[config.mk]
export PLATFORM = sky130hd
export DESIGN_NAME = flex_counter_updown
export DESIGN_NICKNAME = d
export VERILOG_FILES = /design/src/rtl/flex_counter_pkg.sv /design/src/rtl/flex_counter_next_val.sv /design/src/rtl/flex_counter_updown.sv
export SDC_FILE = /design/constraint.sdc
export NUM_CORES = 1
export LEC_CHECK = 0
export ABC_AREA = 1
export ABC_CLOCK_PERIOD_IN_PS = 2050
export BUFFER_PORTS_ARGS = -buffer_cell sky130_fd_sc_hd__buf_2
export CORE_AREA = 8 8 56 58
export DETAILED_ROUTE_END_ITERATION = 6
export DIE_AREA = 0 0 64 66
export PLACE_DENSITY_LB_ADDON = 0.2
export SYNTH_ARGS = -nofsm -noshare
export SYNTH_HDL_FRONTEND = slang
export SYNTH_HIERARCHICAL = 1
export SYNTH_SLANG_ARGS = --single-unit
[constraint.sdc]
create_clock -name clk -period 2.05 [get_ports clk]
set_input_delay 0 -clock clk [delete_from_list [all_inputs] [get_ports clk]]
set_output_delay 0 -clock clk [all_outputs]
set_load 0.05 [all_outputs]
[src/rtl/flex_counter_pkg.sv]
// Shared types for the flex up/down counter: terminal-mode encoding and
// one-shot control FSM states.
package flex_counter_pkg;

    typedef enum logic [1:0] {
        MODE_WRAP    = 2'b00,
        MODE_SAT     = 2'b01,
        MODE_ONESHOT = 2'b10,
        MODE_RSVD    = 2'b11
    } mode_t;

    typedef enum logic [0:0] {
        ST_COUNT = 1'b0,
        ST_DONE  = 1'b1
    } state_t;

endpackage

[src/rtl/flex_counter_next_val.sv]
// Combinational next-count and flag logic for one enabled count step,
// covering wrap, saturate and one-shot terminal behaviour in both directions.
module flex_counter_next_val
    import flex_counter_pkg::*;
#(
    parameter int NUM_CNT_BITS = 4,
    parameter int RESTART_VAL  = 1
) (
    input  logic [NUM_CNT_BITS-1:0] count,
    input  logic [NUM_CNT_BITS-1:0] rollover_val,
    input  logic                    count_down,
    input  mode_t                   mode,
    output logic [NUM_CNT_BITS-1:0] next_count,
    output logic                    next_rollover,
    output logic                    next_zero,
    output logic                    terminal_hit
);

    localparam logic [NUM_CNT_BITS-1:0] CNT_ZERO    = {NUM_CNT_BITS{1'b0}};
    localparam logic [NUM_CNT_BITS-1:0] CNT_ONE     = NUM_CNT_BITS'(32'd1);
    localparam logic [NUM_CNT_BITS-1:0] CNT_RESTART = NUM_CNT_BITS'(RESTART_VAL);

    // Next count value plus the flags it implies and the one-shot terminal condition
    always_comb begin
        next_count    = count;
        next_rollover = 1'b0;
        terminal_hit  = 1'b0;
        if (count_down) begin
            if (count != CNT_ZERO) begin
                next_count = count - CNT_ONE;
            end else begin
                case (mode)
                    MODE_WRAP, MODE_RSVD: next_count = rollover_val;
                    MODE_SAT, MODE_ONESHOT: next_count = CNT_ZERO;
                    default: next_count = rollover_val;
                endcase
            end
            next_rollover = (next_count == rollover_val);
            terminal_hit  = (next_count == CNT_ZERO);
        end else if (rollover_val == CNT_ZERO) begin
            // A zero terminal pins up-counting at 0 and never reports rollover
            next_count    = CNT_ZERO;
            next_rollover = 1'b0;
            terminal_hit  = 1'b0;
        end else begin
            if (count < rollover_val) begin
                next_count = count + CNT_ONE;
            end else begin
                case (mode)
                    MODE_WRAP, MODE_RSVD: next_count = CNT_RESTART;
                    MODE_SAT: next_count = rollover_val;
                    MODE_ONESHOT: next_count = count;
                    default: next_count = CNT_RESTART;
                endcase
            end
            next_rollover = (next_count == rollover_val);
            terminal_hit  = next_rollover;
        end
        next_zero = (next_count == CNT_ZERO);
    end

endmodule

[src/rtl/flex_counter_updown.sv]
// N-bit up/down counter with programmable rollover, parallel load and
// wrap/saturate/one-shot terminal modes; all outputs come straight from flops.
module flex_counter_updown
    import flex_counter_pkg::*;
#(
    parameter int NUM_CNT_BITS = 4,
    parameter int RESTART_VAL  = 1
) (
    input  logic                    clk,
    input  logic                    n_rst,
    input  logic                    clear,
    input  logic                    count_enable,
    input  logic                    count_down,
    input  logic                    load,
    input  logic [NUM_CNT_BITS-1:0] load_val,
    input  logic [NUM_CNT_BITS-1:0] rollover_val,
    input  logic [1:0]              mode,
    output logic [NUM_CNT_BITS-1:0] count_out,
    output logic                    rollover_flag,
    output logic                    zero_flag,
    output logic                    done
);

    localparam logic [NUM_CNT_BITS-1:0] CNT_ZERO = {NUM_CNT_BITS{1'b0}};

    mode_t                   mode_s;
    state_t                  state_r, state_nxt_s;
    logic [NUM_CNT_BITS-1:0] count_r, count_nxt_s, step_count_s;
    logic                    rollover_r, rollover_nxt_s, step_rollover_s;
    logic                    zero_r, zero_nxt_s, step_zero_s;
    logic                    done_r, done_nxt_s;
    logic                    terminal_hit_s;

    assign mode_s = mode_t'(mode);

    flex_counter_next_val #(
        .NUM_CNT_BITS (NUM_CNT_BITS),
        .RESTART_VAL  (RESTART_VAL)
    ) u_next_val (
        .count         (count_r),
        .rollover_val  (rollover_val),
        .count_down    (count_down),
        .mode          (mode_s),
        .next_count    (step_count_s),
        .next_rollover (step_rollover_s),
        .next_zero     (step_zero_s),
        .terminal_hit  (terminal_hit_s)
    );

    // Next-state selection: clear > load > one-shot freeze > count > hold
    always_comb begin
        state_nxt_s    = state_r;
        count_nxt_s    = count_r;
        rollover_nxt_s = rollover_r;
        zero_nxt_s     = zero_r;
        done_nxt_s     = done_r;
        if (clear) begin
            state_nxt_s    = ST_COUNT;
            count_nxt_s    = CNT_ZERO;
            rollover_nxt_s = 1'b0;
            zero_nxt_s     = 1'b1;
            done_nxt_s     = 1'b0;
        end else if (load) begin
            state_nxt_s    = ST_COUNT;
            count_nxt_s    = load_val;
            rollover_nxt_s = (load_val == rollover_val);
            zero_nxt_s     = (load_val == CNT_ZERO);
            done_nxt_s     = 1'b0;
        end else if (state_r == ST_DONE) begin
            // Count is frozen; leaving one-shot mode re-arms on this edge
            if (mode_s != MODE_ONESHOT) begin
                state_nxt_s = ST_COUNT;
                done_nxt_s  = 1'b0;
            end else begin
                state_nxt_s = ST_DONE;
                done_nxt_s  = 1'b1;
            end
        end else if (count_enable) begin
            count_nxt_s    = step_count_s;
            rollover_nxt_s = step_rollover_s;
            zero_nxt_s     = step_zero_s;
            if ((mode_s == MODE_ONESHOT) && terminal_hit_s) begin
                state_nxt_s = ST_DONE;
                done_nxt_s  = 1'b1;
            end else begin
                state_nxt_s = ST_COUNT;
                done_nxt_s  = 1'b0;
            end
        end else begin
            state_nxt_s = state_r;
            count_nxt_s = count_r;
        end
    end

    // State and output registers with synchronous active-low reset
    always_ff @(posedge clk) begin
        if (!n_rst) begin
            state_r    <= ST_COUNT;
            count_r    <= CNT_ZERO;
            rollover_r <= 1'b0;
            zero_r     <= 1'b0;
            done_r     <= 1'b0;
        end else begin
            state_r    <= state_nxt_s;
            count_r    <= count_nxt_s;
            rollover_r <= rollover_nxt_s;
            zero_r     <= zero_nxt_s;
            done_r     <= done_nxt_s;
        end
    end

    assign count_out     = count_r;
    assign rollover_flag = rollover_r;
    assign zero_flag     = zero_r;
    assign done          = done_r;

endmodule
**After elaboration in Yosys (flattened, before gate mapping)**

Index checks and enable logic that the tools add are counted.

- Register bits after elaboration: 8
- Bits of input ports: 16
- Output and inout bits: 7

- Muxes and demuxes: 28
- Reductions and logical operators: 16
- Bitwise operators: 1
- Add/subtract/negate cells: 2
- $lt $le $gt $ge: 1
- Equal/unequal tests: 9

Operator list:

| operator | count |
|---|---|
| $mux W4 | 10 |
| $logic_not A4 Y1 | 4 |
| $mux W1 | 16 |
| $eq A4 B4 Y1 | 3 |
| $pmux W4 S3 | 1 |
| $pmux W4 S2 | 1 |
| $reduce_or A2 Y1 | 3 |
| $add A4 B1 Y4 const B | 1 |
| $eq A2 B2 Y1 const B | 2 |
| $lt A4 B4 Y1 | 1 |
| $ne A2 B2 Y1 const B | 2 |
| $reduce_and A2 Y1 | 2 |
| $reduce_bool A2 Y1 | 2 |
| $reduce_bool A4 Y1 | 1 |
| $sub A4 B1 Y4 const B | 1 |
| $ne A3 B3 Y1 const B | 1 |
| $reduce_bool A3 Y1 | 1 |
| $reduce_or A3 Y1 | 1 |
| $eq A2 B1 Y1 const B | 1 |
| $logic_not A2 Y1 | 1 |
| $logic_and A1 B1 Y1 | 1 |
| $not A1 Y1 | 1 |

**Longest topological paths before layout**

Gate-level depths: netlist of the first run.

- Depth after elaboration: 13
- Depth in mapped cells: 18

**Hierarchy**

Netlist of the first run, hierarchy kept.

By module, submodules not included:

| module | seq. area each (um^2) | cells each | instances | area an instance (um^2) |
|---|---|---|---|---|
| flex_counter_next_val | 0.0 | 128 | 1 | 698.2 |
| flex_counter_updown | 160.2 | 70 | 1 | 496.7 |

**Worst setup path after synthesis of the first run**

OpenSTA, ideal clock, no wires.

- Kind: register -> register
- Start point: register count_r[3], in the netlist count_out[3]
- End point: register done_r, in the netlist done
- Required time: 1984 ps
- Buffers on the path: 0
- Cell stages (with the launch flop): 13
- Data arrival time: 2150 ps
- Setup slack: -166 ps
- Period minus slack after synthesis: 2216 ps
- Library setup time: 66 ps
- Cells stage by stage: dfxtp_1 > ha_1 > a21oi_4 > nand3_1 > nand3_1 > nand2_1 > nor2_1 > nand3_1 > nand2_1 > nor2_1 > nor2_1 > nand3b_1 > a21oi_2

- Cells in the longest elaborated chain, start to end: 11
- Elaborated cells between the ends (all ways): 18
- Those cells by class: 2 x add/sub; 1 x order compare; 1 x eq/ne; 11 x mux; 3 x reduce/logical

RTL lines:

| item | RTL line | source |
|---|---|---|
| start, declared | flex_counter_updown.sv:28 | `logic [NUM_CNT_BITS-1:0] count_r, count_nxt_s, step_count_s;` |
| start signal, assigned | flex_counter_updown.sv:105 | `count_r <= count_nxt_s;` |
| $add A4 B1 Y4 (tied with other cells) | flex_counter_next_val.sv:47 | `next_count = count + CNT_ONE;` |
| $mux W4 | flex_counter_next_val.sv:46 | `if (count < rollover_val) begin` |
| $mux W4 | flex_counter_next_val.sv:40 | `end else if (rollover_val == CNT_ZERO) begin` |
| $mux W4 | flex_counter_next_val.sv:28 | `if (count_down) begin` |
| $eq A4 B4 Y1 | flex_counter_next_val.sv:56 | `next_rollover = (next_count == rollover_val);` |
| $mux W1 | flex_counter_next_val.sv:40 |  |
| $mux W1 (*) | flex_counter_next_val.sv:28 |  |
| named net terminal_hit_s | flex_counter_updown.sv:32 | `logic terminal_hit_s;` |
| $logic_and A1 B1 Y1 (*) | flex_counter_updown.sv:82 | `if ((mode_s == MODE_ONESHOT) && terminal_hit_s) begin` |
| $mux W1 (*) | flex_counter_updown.sv:82 |  |
| $mux W1 (*) | flex_counter_updown.sv:78 | `end else if (count_enable) begin` |
| $mux W1 (*) | flex_counter_updown.sv:69 | `end else if (state_r == ST_DONE) begin` |
| end signal, assigned | flex_counter_updown.sv:108 | `done_r <= done_nxt_s;` |
| end, declared | flex_counter_updown.sv:31 | `logic done_r, done_nxt_s;` |

The timed path passes the listed nets; every way through them passes the cells marked *. The select of a mux whose other input is x is not followed.
A chain may end at the register's enable or synchronous reset.

**Worst setup path in the final report of the first run**

Ends and elaborated chain as after synthesis.

==> results of run 1 <==
[where the power goes]
part / switching (uW) / internal [uW]
sequential: 7.07 / 163
combinational: 223 / 124
clock: 55.3 / 67.1
total: 285 / 353
[critical path: cells and delay by family (launching register included)]
family	cells	cell delay, ns
adder cells (fa/ha/maj)	1	0.23
AO/OA/AOI/OAI	2	0.37
flip-flops	1	0.36
AND/OR/NAND/NOR	11	0.84
[per-stage QoR]
step                worst slack (ns)  util (%)  instance area [um2]  power [uW]
floorplan                    0.00210         -                 1200         429
finish                         0.189      60.5                 1400         639
CTS                           0.0990      59.3                 1380         639
global placement               0.176      57.9                 1340         505
global route                 0.00249      60.5                 1400         702
detailed placement             0.103      57.9                 1340         509
[kinds of logic after synthesis]
kind of cell / Yosys count
xor gates and xnor gates: 4
adders and majority gates: 7
and+or+nand+nor: 118
muxes: 1
buffers and inverters: 36
DFF: 8
AOI/OAI and AO/OA: 24
[layout by cell type, fill, tap and decap left out, types with 2 or more instances in the layout]
cell,n
o21ai_0,7
nor2_1,18
dfxtp_1,5
buf_2,22
inv_2,2
nor2_4,2
nand2_4,5
xor2_1,2
dfxtp_2,2
nand2_1,55
xnor2_1,2
inv_1,28
a21oi_1,2
clkbuf_4,3
nand4_1,4
a21oi_2,3
nand3_1,21
inv_6,2
o22ai_1,2
o21ai_1,4
ha_1,6
nand2_2,7
buf_4,5
[layout make-up]
| class | instances | share of cell area [%] |
|---|---|---|
| inverter | 33 | 9.63 |
| clock buffer | 3 | 1.61 |
| timing repair buffer | 28 | 11.2 |
| multi-input combinational | 154 | 63.0 |
| sequential | 8 | 11.9 |
| tap | 30 | 2.68 |
[layer usage]
metal / routed length (um) / global-route usage, % / vias up
met4: 29 / 5.01 / 0
li1: - / - / 692
met1: 1420 / 18.9 / 611
met3: 206 / 3.90 / 5
met5: 0 / 0 / -
met2: 1650 / 29.1 / 32
[final timing paths]
kind	end	cells past startpoint
worst min-delay path	state_r$_SDFF_PP0_	3
worst max register to register	done$_SDFFE_PP0P_	14
worst max-delay path	done$_SDFFE_PP0P_	14
worst min register to register	done$_SDFFE_PP0P_	2
[repair_timing]
| action | CTS | global route |
|---|---|---|
| setup buffers | 0 | 1 |
| endpoints found under the hold margin | 1 | 0 |
| hold buffers | 1 | 0 |
| gates resized for setup | 0 | 4 |
| endpoints found under the setup margin | 0 | 3 |
[registers in the layout, indices dropped and copies added, names as in the netlist]
register,flops
count_out,4
rollover_flag,1
state_r,1
zero_flag,1
done,1
==> flow_metrics.env, run 1 <==
export IMPL_fin_worst_skew_ns=0.00999
export IMPL_slew_violations=0
export IMPL_final_layout_size_suffix_gt1_share_pct=27.4
export IMPL_worstPathMaxFanout=6
export IMPL_synth_seq_area_share_pct=13.4
export IMPL_dp_hpwl_um=2690
export IMPL_worstMarginPinSlew_ns=0.361
export IMPL_grt_pass1_vias=1281
export IMPL_ctsLongestPathBuffers=2
export IMPL_worstPathArrival_ns=2.06
export IMPL_grt_pass1_wl_um=5560
export IMPL_n_antenna_cell=0
export IMPL_synth_adder_area_share_pct=7.33
export IMPL_num_fill_cells=246
export IMPL_dpl_cell_count=251
export IMPL_fin_crit_ns=1.86
export IMPL_vias=1340
export IMPL_register_area_um2=166
export IMPL_maxCapViolations=0
export IMPL_period_share_pct=90.8
export IMPL_die_width_um=64
export IMPL_cp_startpoint="count_out[3]$_SDFFE_PP0P_"
export IMPL_place_gp_congestion=0.879
export IMPL_routedWlPerCell_um=12.9
export IMPL_slowest_stage="dfxtp_4"
export IMPL_crit_top_cell="nand2_1"
export IMPL_yosys_mux_area_fraction_pct=0.838
export IMPL_fin_hold_ws_ns=0.0539
export IMPL_start_kind="flip-flop"
export IMPL_worstReg2RegStart="count_out[3]$_SDFFE_PP0P_"
export IMPL_hold_viol=0
export IMPL_synth_top_family_by_area="simple AND/OR/NAND/NOR gates"
export IMPL_status="complete, no violations"
export IMPL_htreeDepth=1
export IMPL_firstDrtPassIters=4
export IMPL_synth_compound_area_share_pct=13.9
export IMPL_cp_cell_sequence="ha_4, a21oi_4, nand2_4, nand2_2, nand2_1, nand2_1, nand2_1, nor2_1, nand3_1, nand2_1, nor2_1, nor2_1, nand3b_1, a21oi_2"
export IMPL_route_detailed_drc=0
export IMPL_synth_edf_count=0
export IMPL_area_growth_synth_to_final_pct=17.4
export IMPL_critPathRequiredTime_ns=2.25
export IMPL_layout_nets=251
export IMPL_final_antenna_net_count=0
export IMPL_async_reset_ff_share_pct=0
export IMPL_start_util_pct=51.5
export IMPL_yosysTopAreaCell="nand2_1"
export IMPL_pin_count=23
export IMPL_synthCells=198
export IMPL_totalNegativeSetupSlack_ns=0
export IMPL_numCtsBuffers=3
export IMPL_clkTransAtPathRegs_ns=0.06
export IMPL_avgSynthCellArea_um2=6.03
export IMPL_critPathCaptureType="flip-flop"
export IMPL_synthDistinctLibCells=33
export IMPL_netlist_top_cells_area="nand2_1 (17%), dfxtp_1 (13%), nand3_1 (9.2%), inv_1 (8.8%), ha_1 (7.3%)"
export IMPL_numPortBuffers=22
export IMPL_r2r_slack_ns=0.19
export IMPL_grt_max_degree=11
export IMPL_synth_common_cells="nand2_1 (55), inv_1 (28), nand3_1 (22)"
export IMPL_cp_slowest_stage_delay_ns=0.36
export IMPL_worst_hold_startpoint="mode[1]"
export IMPL_path_class="flip-flop to flip-flop"
export IMPL_synth_top_area_share_pct=17.3
export IMPL_syn_num_nets=221
export IMPL_cts_tree="yes"
export IMPL_hp_class="input pin to flip-flop"
export IMPL_ys_ff_latch=8
export IMPL_power_density_nw_per_um2=455
export IMPL_core_um2=2320
export IMPL_syn_cell_area_um2=1190
export IMPL_grt_overflow_total=0
export IMPL_grtUsageTotal_pct=16.4
export IMPL_drtIter0Drc=61
export IMPL_yosys_cell_count_top_type="nand2_1"
export IMPL_synth_xor_area_share_pct=2.93
export IMPL_dieArea_um2=4220
export IMPL_multi_input_area_um2=883
export IMPL_layout_cells_non_filler=256
export IMPL_slew_headroom_pct=75.7
export IMPL_via_per_inst=5.23
export IMPL_yosys_warnings=6
export IMPL_rsz0062_at_grt="false"
export IMPL_antenna_found_initial=0
export IMPL_max_freq_mhz=537
export IMPL_die_y_um=66
export IMPL_num_rows=18
export IMPL_synth_simple_area_share_pct=47.4
export IMPL_clkSinkCount=8
export IMPL_peakVddDrop_v=0.000334
export IMPL_root_buffer="clkbuf_4"
export IMPL_leakage_uw=0.000773
export IMPL_setup_viol=0
export IMPL_finalWirelength_um=3300
export IMPL_clk_latency_ns=0.26
export IMPL_synth_main_ff_cell="dfxtp_1"
(Power assumes the default switching activity.)
==> run 2, diff against run 1 <==
--- a/config.mk
+++ b/config.mk
@@ -13,2 +13,3 @@
 export DIE_AREA = 0 0 64 66
+export GPL_TIMING_DRIVEN = 0
 export PLACE_DENSITY_LB_ADDON = 0.2
--- a/constraint.sdc
+++ b/constraint.sdc
@@ -3,2 +3,2 @@
 set_output_delay 0 -clock clk [all_outputs]
-set_load 0.05 [all_outputs]
+set_load 0.005 [all_outputs]
==> flow_metrics.env, run 2 (synthesized netlist as in run 1, its figures left out) <==
export IMPL_final_core_util_pct=64.3
export IMPL_critPathRequiredTime_ns=2.25
export IMPL_power_density_nw_per_um2=430
export IMPL_via_per_inst=5.19
export IMPL_status="complete, no violations"
export IMPL_numPortBuffers=21
export IMPL_largest_reg_flops=4
export IMPL_place_gp_congestion=1.00
export IMPL_drtIter0Drc=91
export IMPL_dieArea_um2=4220
export IMPL_critPathCaptureType="flip-flop"
export IMPL_place_ws_ns=-0.145
export IMPL_die_width_um=64
export IMPL_firstDrtPassIters=4
export IMPL_power_uw=642
export IMPL_cts_tree="yes"
export IMPL_worstPathArrival_ns=2.16
export IMPL_layout_nets=257
export IMPL_grt_pass1_vias=1246
export IMPL_finalWirelength_um=3280
export IMPL_slew_violations=0
export IMPL_die_y_um=66
export IMPL_p_clk_share_pct=19.3
export IMPL_dp_hpwl_um=2530
export IMPL_worstMarginPinSlew_ns=0.336
export IMPL_routedWlPerCell_um=12.5
export IMPL_htreeDepth=1
export IMPL_clkTransAtPathRegs_ns=0.06
export IMPL_pin_count=23
export IMPL_p_comb_share_pct=54.2
export IMPL_start_kind="flip-flop"
export IMPL_num_fill_cells=233
export IMPL_leakage_uw=0.000812
export IMPL_fin_crit_ns=1.96
export IMPL_root_buffer="clkbuf_4"
export IMPL_final_layout_size_suffix_gt1_share_pct=31.9
export IMPL_core_um2=2320
export IMPL_fin_worst_skew_ns=0.00291
export IMPL_multi_input_area_um2=913
export IMPL_max_freq_mhz=510
export IMPL_layout_setup_ws_ns=0.0882
export IMPL_register_area_um2=170
export IMPL_hold_viol=0
export IMPL_p_int_uw=368
export IMPL_rsz0062_at_grt="true"
export IMPL_peakVddDrop_v=0.000352
export IMPL_maxCapViolations=0
export IMPL_grtUsageTotal_pct=15.7
export IMPL_path_class="flip-flop to flip-flop"
export IMPL_grt_overflow_total=0
export IMPL_layout_commonest_cell="nand2_1"
export IMPL_n_antenna_cell=0
export IMPL_clk_latency_ns=0.26
export IMPL_hp_class="input pin to flip-flop"
export IMPL_route_detailed_drc=0
export IMPL_area_growth_synth_to_final_pct=24.9
export IMPL_setup_viol=0
export IMPL_slew_headroom_pct=77.4
export IMPL_pwr_share_seq_pct=26.6
export IMPL_grt_max_degree=11
export IMPL_antenna_found_initial=0
export IMPL_worstPathMaxFanout=6
export IMPL_final_antenna_net_count=0
export IMPL_ctsLongestPathBuffers=2
export IMPL_start_util_pct=51.5
export IMPL_vias=1359
export IMPL_totalNegativeSetupSlack_ns=0
export IMPL_final_cell_mix="nand2_1 (53), inv_1 (28), nand3_1 (21), buf_2 (21), nor2_1 (18)"
export IMPL_r2r_slack_ns=0.09
export IMPL_numCtsBuffers=3
export IMPL_p_switching_uw=274
export IMPL_grt_pass1_wl_um=5510
export IMPL_switching_share_pct=42.6
export IMPL_period_share_pct=95.7
export IMPL_clkSinkCount=8
export IMPL_num_rows=18
-- run 2: cell count changes in the layout (fill, tap and decap cells not counted), moves of 2 or more --
cell	before	now
buf_4	5	8
buf_6	0	3
o21ai_0	7	4
nand2_1	55	53
o21ai_2	1	3
-- run 2: what timing repair did --
item / CTS / global route
resized for setup: 3 / 15
cloned: 0 / 0
hold buffers: 1 / 0
setup buffers: 0 / 9
pin swaps: 0 / 9
endpoints found under the hold margin: 1 / 0
setup endpoints to repair: 4 / 5
-- run 2: worst paths after layout --
| path | from | to | depth (start not counted) |
|---|---|---|---|
| hold reg to reg | done$_SDFFE_PP0P_ | done$_SDFFE_PP0P_ | 2 |
| hold / removal | clear | count_out[1]$_SDFFE_PP0P_ | 4 |
| setup reg to reg | count_out[3]$_SDFFE_PP0P_ | done$_SDFFE_PP0P_ | 14 |
| setup / recovery | count_out[3]$_SDFFE_PP0P_ | done$_SDFFE_PP0P_ | 14 |
-- run 2: routing by layer --
metal / global-route usage [%] / part of all wire [%] / vias up
met1: 18.4 / 43 / 603
met3: 2.71 / 6.2 / 4
met2: 28.7 / 51 / 51
met5: 0 / 0 / -
met4: 4.18 / 0.58 / 0
li1: - / - / 701
-- run 2: layout make-up --
class                           instances  share of cell area (%)
Multi-Input combinational cell        154                    61.2
Sequential cell                         8                    11.4
Clock buffer                            3                    1.51
Inverter                               33                    9.05
Timing Repair Buffer                   31                    12.1
Buffer                                  3                    2.26
Tap cell                               30                    2.51
-- run 2: power groups by stage --
stage	combinational [uW]	sequential, uW	clock [uW]
final	348	171	124
after global routing	390	171	134
after CTS	309	174	129
after detailed placement	305	177	0
after global placement	299	176	0
after floorplan	230	174	0
-- run 2: metrics by stage --
| step | hold WS, ns | instances | area [um2] |
|---|---|---|---|
| after floorplan | 0.143 | 198 | 1190 |
| after global placement | 0.246 | 249 | 1340 |
| after detailed placement | 0.249 | 249 | 1340 |
| after CTS | 0.0471 | 253 | 1370 |
| after global routing | 0.0544 | 262 | 1490 |
| final | 0.0537 | 262 | 1490 |
-- run 2: worst max-delay path, cell delays in order, from the launching register on --
cell	delay (ns)
dfxtp_4	0.36
ha_4	0.23
a21oi_4	0.27
nand2_4	0.11
nand2_4	0.09
nand2_2	0.06
nand2_2	0.05
nand2_1	0.05
nor2_1	0.12
nand3_1	0.10
nand2_1	0.08
nor2_1	0.04
nor2_1	0.08
nand3b_1	0.12
a21oi_2	0.14
==> run 3, diff against run 2 <==
ABC_CLOCK_PERIOD_IN_PS = 2500   (was 2050)
CORE_AREA = 8 8 53 55   (was 8 8 56 58)
CTS_BUF_LIST = sky130_fd_sc_hd__clkbuf_4 sky130_fd_sc_hd__clkbuf_8   (was default)
DIE_AREA = 0 0 61 63   (was 0 0 64 66)
clock period = 2.5 ns   (was 2.05 ns; I/O delays follow)
==> flow_metrics.env, run 3 (synthesized netlist as in run 1, its figures left out) <==
export IMPL_numPortBuffers=21
export IMPL_worstMarginPinSlew_ns=0.373
export IMPL_worstPathMaxFanout=7
export IMPL_grt_overflow_total=0
export IMPL_start_kind="flip-flop"
export IMPL_clkTransAtPathRegs_ns=0.05
export IMPL_critPathCaptureType="flip-flop"
export IMPL_fin_worst_skew_ns=0.00271
export IMPL_final_cell_mix="nand2_1 (55), inv_1 (28), nand3_1 (22)"
export IMPL_power_density_nw_per_um2=367
export IMPL_root_buffer="clkbuf_4"
export IMPL_max_freq_mhz=453
export IMPL_largest_reg_flops=4
export IMPL_die_y_um=63
export IMPL_num_fill_cells=215
export IMPL_post_cts_buffers=0
export IMPL_peakVddDrop_v=0.000363
export IMPL_critPathBufInv=0
export IMPL_dieArea_um2=3840
export IMPL_num_rows=17
export IMPL_hold_viol=0
export IMPL_layout_cells_non_filler=250
export IMPL_ctsLongestPathBuffers=2
export IMPL_r2r_slack_ns=0.29
export IMPL_htreeDepth=1
export IMPL_leakage_uw=0.000751
export IMPL_pin_count=23
export IMPL_core_um2=2060
export IMPL_routedWlPerCell_um=12.8
export IMPL_period_share_pct=88.3
export IMPL_slew_violations=0
export IMPL_hp_class="input pin to flip-flop"
export IMPL_final_antenna_net_count=0
export IMPL_worstPathArrival_ns=2.40
export IMPL_ctsResizeCount=0
export IMPL_area_growth_synth_to_final_pct=13.6
export IMPL_grt_pass1_wl_um=5590
export IMPL_vias=1344
export IMPL_maxCapViolations=0
export IMPL_drtIter0Drc=60
export IMPL_dp_hpwl_um=2610
export IMPL_place_ws_ns=0.329
export IMPL_slowest_stage="dfxtp_1"
export IMPL_grtUsageTotal_pct=18.1
export IMPL_setup_viol=0
export IMPL_clk_latency_ns=0.26
export IMPL_n_antenna_cell=0
export IMPL_antenna_found_initial=0
export IMPL_totalNegativeSetupSlack_ns=0
export IMPL_numCtsBuffers=3
export IMPL_register_area_um2=160
export IMPL_cp_cell_sequence="ha_1, a21oi_4, nand3_1, nand3_1, nand2_1, nor2_1, nand3_1, nand2_1, nor2_1, nor2_1, nand3b_1, a21oi_2"
export IMPL_cts_tree="yes"
export IMPL_firstDrtPassIters=4
export IMPL_via_per_inst=5.38
export IMPL_clkSinkCount=8
export IMPL_path_delay_family="simple AND/OR/NAND/NOR gates"
export IMPL_rsz0062_at_grt="false"
export IMPL_grt_pass1_vias=1310
export IMPL_cp_slowest_stage_delay_ns=0.53
export IMPL_final_layout_size_suffix_gt1_share_pct=24.3
export IMPL_slew_headroom_pct=74.9
export IMPL_place_gp_congestion=0.925
export IMPL_grt_max_degree=11
export IMPL_critPathRequiredTime_ns=2.70
export IMPL_path_class="flip-flop to flip-flop"
export IMPL_fin_crit_ns=2.21
export IMPL_status="complete, no violations"
export IMPL_multi_input_area_um2=866
export IMPL_dpl_cell_count=247
export IMPL_layout_nets=247
export IMPL_die_width_um=61
export IMPL_layout_setup_ws_ns=0.293
export IMPL_holdBufCountCts=0
export IMPL_finalWirelength_um=3210
export IMPL_layout_commonest_cell="nand2_1"
export IMPL_route_detailed_drc=0
export IMPL_power_uw=498
export IMPL_start_util_pct=57.9
==> run 3: cell type report <==
| class | instances | share of cell area, % |
|---|---|---|
| Timing Repair Buffer | 21 | 7.74 |
| Sequential cell | 8 | 11.8 |
| Buffer | 3 | 2.49 |
| Tap cell | 28 | 2.58 |
| Clock buffer | 3 | 1.66 |
| Multi-Input combinational cell | 154 | 63.8 |
| Inverter | 33 | 9.95 |
==> run 3: layer usage <==
layer	track usage (%)	wire length [um]	share of wire, %
met1	20.5	1360	42
met2	32.7	1640	51
met3	1.85	157	4.9
met4	6.41	53	1.7
met5	0	0	0
==> run 3: path summary, 6_finish.rpt <==
path                                               end  depth (start not counted)                       from
worst max-delay path                 done$_SDFFE_PP0P_                         12  count_out[3]$_SDFFE_PP0P_
worst max register to register       done$_SDFFE_PP0P_                         12  count_out[3]$_SDFFE_PP0P_
worst min-delay path            zero_flag$_SDFFE_PN0P_                          3                      n_rst
worst min register to register       done$_SDFFE_PP0P_                          2          done$_SDFFE_PP0P_
==> run 3: per-stage QoR <==
stage                     hold slack, ns  util, %  area (um2)
after floorplan                    0.143        -        1190
after global placement             0.251     64.7        1340
after detailed placement           0.262     64.7        1340
after CTS                        0.00780     65.8        1360
after global routing             0.00606     65.8        1360
final                            0.00655     65.8        1360
==> run 3: where the power goes <==
group          internal, uW  switching [uW]  total [uW]
clock                  54.9            43.7        98.6
sequential              133            8.55         142
combinational          96.3             161         257
total                   285             213         498
==> run 3: worst register-to-register path, cell delays in order (launching register included) <==
cell	delay [ns]
dfxtp_1	0.53
ha_1	0.34
a21oi_4	0.26
nand3_1	0.21
nand3_1	0.13
nand2_1	0.05
nor2_1	0.10
nand3_1	0.09
nand2_1	0.07
nor2_1	0.04
nor2_1	0.09
nand3b_1	0.12
a21oi_2	0.13
